==> config.mk <==
export PLATFORM = sky130hd
export DESIGN_NAME = ixu_issue_sched
export DESIGN_NICKNAME = d
export VERILOG_FILES = /design/src/rtl/ixu_issue_sched.sv
export SDC_FILE = /design/constraint.sdc
export NUM_CORES = 1
export LEC_CHECK = 0
export CORE_ASPECT_RATIO = 1.25
export CORE_MARGIN = 2
export CORE_UTILIZATION = 46
export CTS_CLUSTER_DIAMETER = 30
export DETAILED_ROUTE_END_ITERATION = 7
export GPL_ROUTABILITY_DRIVEN = 0
export PLACE_DENSITY = 0.77
export REMOVE_ABC_BUFFERS = 1
export SLEW_MARGIN = 5
export SYNTH_ARGS = -nofsm -noshare
export SYNTH_HDL_FRONTEND = slang
export SYNTH_SLANG_ARGS = --single-unit
==> constraint.sdc <==
create_clock -name clk -period 2.1 [get_ports clk]
set_input_delay 0.63 -clock clk [delete_from_list [all_inputs] [get_ports clk]]
set_output_delay 0.63 -clock clk [all_outputs]
set_load 0.05 [all_outputs]
==> src/rtl/ixu_issue_sched.sv <==
// Issue scheduler for a VLIW bundle: steps the legal slots of one bundle, lowest index
// first, through a shared single-outstanding ALU and reports completion per bundle.
module ixu_issue_sched #(
  parameter int NUM_SLOTS = 2
) (
  input  logic                    clk,
  input  logic                    rst_n,
  input  logic                    flush,
  input  logic                    bndl_valid,
  output logic                    bndl_ready,
  input  logic [32*NUM_SLOTS-1:0] bndl_inst,
  output logic                    iss_valid,
  input  logic                    iss_ready,
  output logic [31:0]             iss_inst,
  output logic [1:0]              iss_slot,
  input  logic                    res_valid,
  input  logic [1:0]              res_slot,
  output logic                    done_valid,
  output logic                    done_illegal,
  output logic                    done_err,
  output logic                    busy,
  output logic [15:0]             op_count
);

  // state | meaning
  // IDLE  | waiting for a bundle, bndl_ready high
  // ISSUE | presenting the lowest pending legal slot to the ALU
  // WAIT  | one op outstanding, waiting for res_valid
  // DONE  | one-cycle completion pulse with illegal/err flags
  typedef enum logic [1:0] {IDLE, ISSUE, WAIT, DONE} state_t;

  // Only the low slot-index bits that can address a real slot take part in the compare.
  localparam logic [1:0] SLOT_MASK = 2'(NUM_SLOTS > 2 ? 3 : NUM_SLOTS - 1);

  state_t                  state, state_nxt;
  logic [32*NUM_SLOTS-1:0] slot_bus;
  logic [NUM_SLOTS-1:0]    pending, illegal;
  logic [NUM_SLOTS-1:0]    legal_in, illegal_in;
  logic [NUM_SLOTS-1:0]    ptr_oh;
  logic [1:0]              ptr;
  logic [31:0]             sel_inst;
  logic                    err;
  logic [15:0]             op_cnt;

  always_comb begin
    legal_in   = '0;
    illegal_in = '0;
    for (int i = 0; i < NUM_SLOTS; i++) begin
      if (bndl_inst[32*i +: 32] != 32'h0) begin
        if (bndl_inst[32*i +: 7] == 7'b0110011 || bndl_inst[32*i +: 7] == 7'b0010011)
          legal_in[i] = 1'b1;
        else
          illegal_in[i] = 1'b1;
      end
    end
  end

  // Descending scan so the lowest set pending bit wins.
  always_comb begin
    ptr    = '0;
    ptr_oh = '0;
    for (int i = NUM_SLOTS - 1; i >= 0; i--) begin
      if (pending[i]) begin
        ptr    = 2'(i);
        ptr_oh = '0;
        ptr_oh[i] = 1'b1;
      end
    end
  end

  always_comb begin
    sel_inst = '0;
    for (int i = 0; i < NUM_SLOTS; i++) begin
      if (ptr == 2'(i)) sel_inst = slot_bus[32*i +: 32];
    end
  end

  always_ff @(posedge clk) begin
    if (!rst_n) state <= IDLE;
    else        state <= state_nxt;
  end

  always_comb begin
    state_nxt    = state;
    bndl_ready   = 1'b0;
    iss_valid    = 1'b0;
    iss_inst     = '0;
    iss_slot     = '0;
    done_valid   = 1'b0;
    done_illegal = 1'b0;
    done_err     = 1'b0;
    case (state)
      IDLE: begin
        bndl_ready = 1'b1;
        if (bndl_valid) state_nxt = (|legal_in) ? ISSUE : DONE;
      end
      ISSUE: begin
        iss_valid = 1'b1;
        iss_inst  = sel_inst;
        iss_slot  = ptr;
        if (iss_ready) state_nxt = WAIT;
      end
      WAIT: begin
        if (res_valid) state_nxt = (|(pending & ~ptr_oh)) ? ISSUE : DONE;
      end
      DONE: begin
        done_valid   = 1'b1;
        done_illegal = |illegal;
        done_err     = err;
        state_nxt    = IDLE;
      end
      default: state_nxt = IDLE;
    endcase
    if (flush) state_nxt = IDLE;
  end

  always_ff @(posedge clk) begin
    if (!rst_n) begin
      slot_bus <= '0;
      pending  <= '0;
      illegal  <= '0;
      err      <= 1'b0;
      op_cnt   <= '0;
    end else if (flush) begin
      pending <= '0;
      illegal <= '0;
      err     <= 1'b0;
    end else begin
      case (state)
        IDLE: begin
          if (bndl_valid) begin
            slot_bus <= bndl_inst;
            pending  <= legal_in;
            illegal  <= illegal_in;
            err      <= 1'b0;
          end
        end
        WAIT: begin
          if (res_valid) begin
            pending <= pending & ~ptr_oh;
            op_cnt  <= op_cnt + 16'd1;
            if ((res_slot & SLOT_MASK) != ptr) err <= 1'b1;
          end
        end
        default: ;
      endcase
    end
  end

  assign busy     = (state != IDLE);
  assign op_count = op_cnt;

endmodule

==> key figures <==
Layout
  • Layout overhead on the synthesized area: 70.9%
  • Most frequent cells in the layout: 164 x nand2_1, 84 x dfxtp_1, 74 x a21oi_1
  • Layout cell share with drive strength beyond 1: 0.283
  • Nets: 756
  • Antenna cell count: 0
  • Util after Layout: 0.810
  • Number of fill cells: 480
  • Non-filler cells, final: 785
  • Commonest non-fill, non-tap cell in the layout: nand2_1

Critical path
  • R2R setup slack: about 0.29 ns
  • Worst EP required: 1.47 ns
  • Worst reg2reg startpoint: state[0]$_SDFFE_PP0P_
  • Critical path class: register to primary output
  • R2R depth: 4
  • Crit path capture type: primary output
  • CP Launch Type: register
  • End of the worst register-to-register path: op_count[15]$_SDFFE_PN0P_
  • Crit-path max FO: 7
  • CP arrival: 1.61 ns

Routing
  • Via/cell ratio: 5.93
  • WL/cell: roughly 19 um
  • Vias: 4657
  • 1st-iter DRT viols: 332
  • Total wire length: ~15000 um
  • Residual DRC: 0
  • Post-DRT Antenna Nets: 0
  • First-pass iteration count of the detailed router: 5

Clock network
  • Inserted Clock Buffers: 9
  • Clock Latency Late Sink: 0.36 ns
  • Longest Clk Path Bufs: 2
  • CTS tree: done
  • H-tree Lvls: 3
  • Clock Tree Root: clkbuf_8
  • Clock Sinks: 87
  • Reg clk slew, reported paths: 0.09 ns

Timing
  • Hold Vio Cnt, Final: 0
  • Min cycle time layout: roughly 2.2 ns
  • Final Cycle Share: 1.07
  • # setup viols final: 33
  • Final WS setup: -0.138 ns
  • RSZ-0062 raised after global routing: true
  • F_max: 0.447 GHz
  • Clock Skews: 0.00683 ns
  • Max-slew violations: 0

Yosys
  • Cell area after synthesis: about 4000 um^2
  • Post-synthesis register bit count: 87
  • Synth Instances: about 540
  • Post-synth ARST share: 0
  • Yosys warnings: 0
  • Share of the yosys chip area belonging to registers: 0.446
  • Top_reg_cell synth: dfxtp_1
  • Synth Area per Inst: between 7 and 8 um^2
  • Number of synthesized flops with an enable pin: 0
  • Distinct cells, synth: 42

Power and ir drop
  • Internal: 2460 uW
  • VDD IR max: 0.400 mV
  • Reg power frac: 0.508
  • Leak pwr: 0.00254 uW
  • Clock share of power: 0.321
  • Gate power share: 0.170
  • Sw Ratio: 0.292
  • Final Power: 3470 uW
  • Psw: between 1000 and 1500 uW
  • Pwr/cell area: ~520 nW/um^2

Floorplanning
  • Core Footprint: around 8200 um^2
  • Std-Cell Rows: 37
  • Boundary pin count: 128
  • Die W: 86.4 um
  • Initial core utilization: 0.474
  • Die Span Y: 107 um
  • Die area: 9240 um^2

Run status
  • Status: complete, but fails checks
  • Failing checks: setup timing

Global routing
  • Global Route Usage Sum: 0.290
  • Largest net degree at the start of global routing: 53
  • Antenna violations before repair: 0
  • GR Overflow Total: 0
  • Vias in the first global route: 4476
  • First-pass GRT wire length: 21200 um

Job
  • Max Cap Viol: 0

Worst hold path
  • Worst Hold End: slot_bus[35]$_SDFFE_PN0P_
  • Worst hold path startpoint: slot_bus[35]$_SDFFE_PN0P_
  • Hold Path Class: register to register
  • Hold path cells: 2

Placement
  • Placed wire-length estimate: between 8000 and 9000 um
  • Placed insts: between 700 and 800
  • Port buffer count: 125
cell usage after synthesis, types with 7 or more instances:
master      n  area share
nor4_1     12       0.019
dfxtp_1    87        0.45
xor2_1      7       0.016
nand3_1     7      0.0090
a21oi_1   106        0.14
buf_2      15       0.019
nand2_1   201        0.19
nor2_1     16       0.015
clkbuf_1   19       0.018
or4_1       7       0.013
nand4_1     8       0.013
sequential cells by signal, summed over array words and instances, names as in the netlist:
register,count
illegal,2
slot_bus,64
pending,2
state,2
err,1
op_count,16
layer usage:
layer | GRT usage | up-vias | wire length, um
met5 | 0 | - | 0
met4 | 0.108 | 0 | 576
met3 | 0.0716 | 58 | 1250
met2 | 0.518 | 263 | 7510
met1 | 0.329 | 2217 | 5350
li1 | - | 2119 | -
power groups by stage:
stage	combinational, uW	clock [uW]	sequential, uW
after floorplan	214	0	1780
after global placement	506	0	1780
after detailed placement	517	0	1790
after CTS	544	1100	1750
after global routing	626	1190	1770
final	591	1120	1770
per-stage QoR:
stage | setup TNS, ns | hold slack, ns | cell area, um^2 | worst slack (ns)
after floorplan | -64.17 | 0.437 | 3750 | -0.927
after global placement | -11.85 | 0.442 | 5750 | -0.259
after detailed placement | -13.11 | 0.447 | 5750 | -0.272
after CTS | -2.46 | 0.461 | 6380 | -0.108
after global routing | -4.10 | 0.484 | 6670 | -0.180
final | -2.87 | 0.463 | 6670 | -0.138
logic make-up after synthesis:
kind of cell	synth area share
buffers and inverters	0.0452
adder cells (fa/ha/maj)	0.00320
multiplexers	0.00513
XOR/XNOR	0.0247
flip-flops	0.446
AND/OR/NAND/NOR	0.307
AO/OA/AOI/OAI	0.167
other	0.000961
worst max-delay path, stage by stage (launching register included):
cell and delay (ns):
dfxtp_2 0.34, nor2b_4 0.21, buf_12 0.15, buf_12 0.15, nand2_2 0.08, a21oi_4 0.15, buf_12 0.15
worst max-delay path by stage:
| stage | to | from | slack (ns) |
|---|---|---|---|
| floorplan | iss_inst[0] | pending[1]$_SDFFE_PP0P_ | -0.93 |
| global placement | op_count[15]$_SDFFE_PN0P_ | flush | -0.26 |
| detailed placement | op_count[15]$_SDFFE_PN0P_ | flush | -0.27 |
| CTS | iss_inst[16] | pending[1]$_SDFFE_PP0P_ | -0.11 |
| global route | iss_inst[21] | pending[0]$_SDFFE_PP0P_ | -0.18 |
| finish | iss_inst[21] | pending[1]$_SDFFE_PP0P_ | -0.14 |
timing repair:
item | 4_1_cts | 5_1_grt
endpoints found under the setup margin | 33 | 36
hold buffers | 0 | 0
pin swaps | 19 | 37
cloned | 4 | 3
buffers inserted | 5 | 1
resized for setup | 77 | 60
cell type report:
| cell class | instances | area, um^2 | area share |
|---|---|---|---|
| clock inverters | 6 | 43.8 | 0.00656 |
| clock buffers | 10 | 138 | 0.0206 |
| inverters | 5 | 18.8 | 0.00281 |
| flip-flops and latches | 87 | 1750 | 0.262 |
| multi-input cells | 413 | 2480 | 0.372 |
| well taps | 97 | 121 | 0.0182 |
| repair buffers | 167 | 2120 | 0.317 |
No activity file was read; power rests on OpenSTA's default activity.
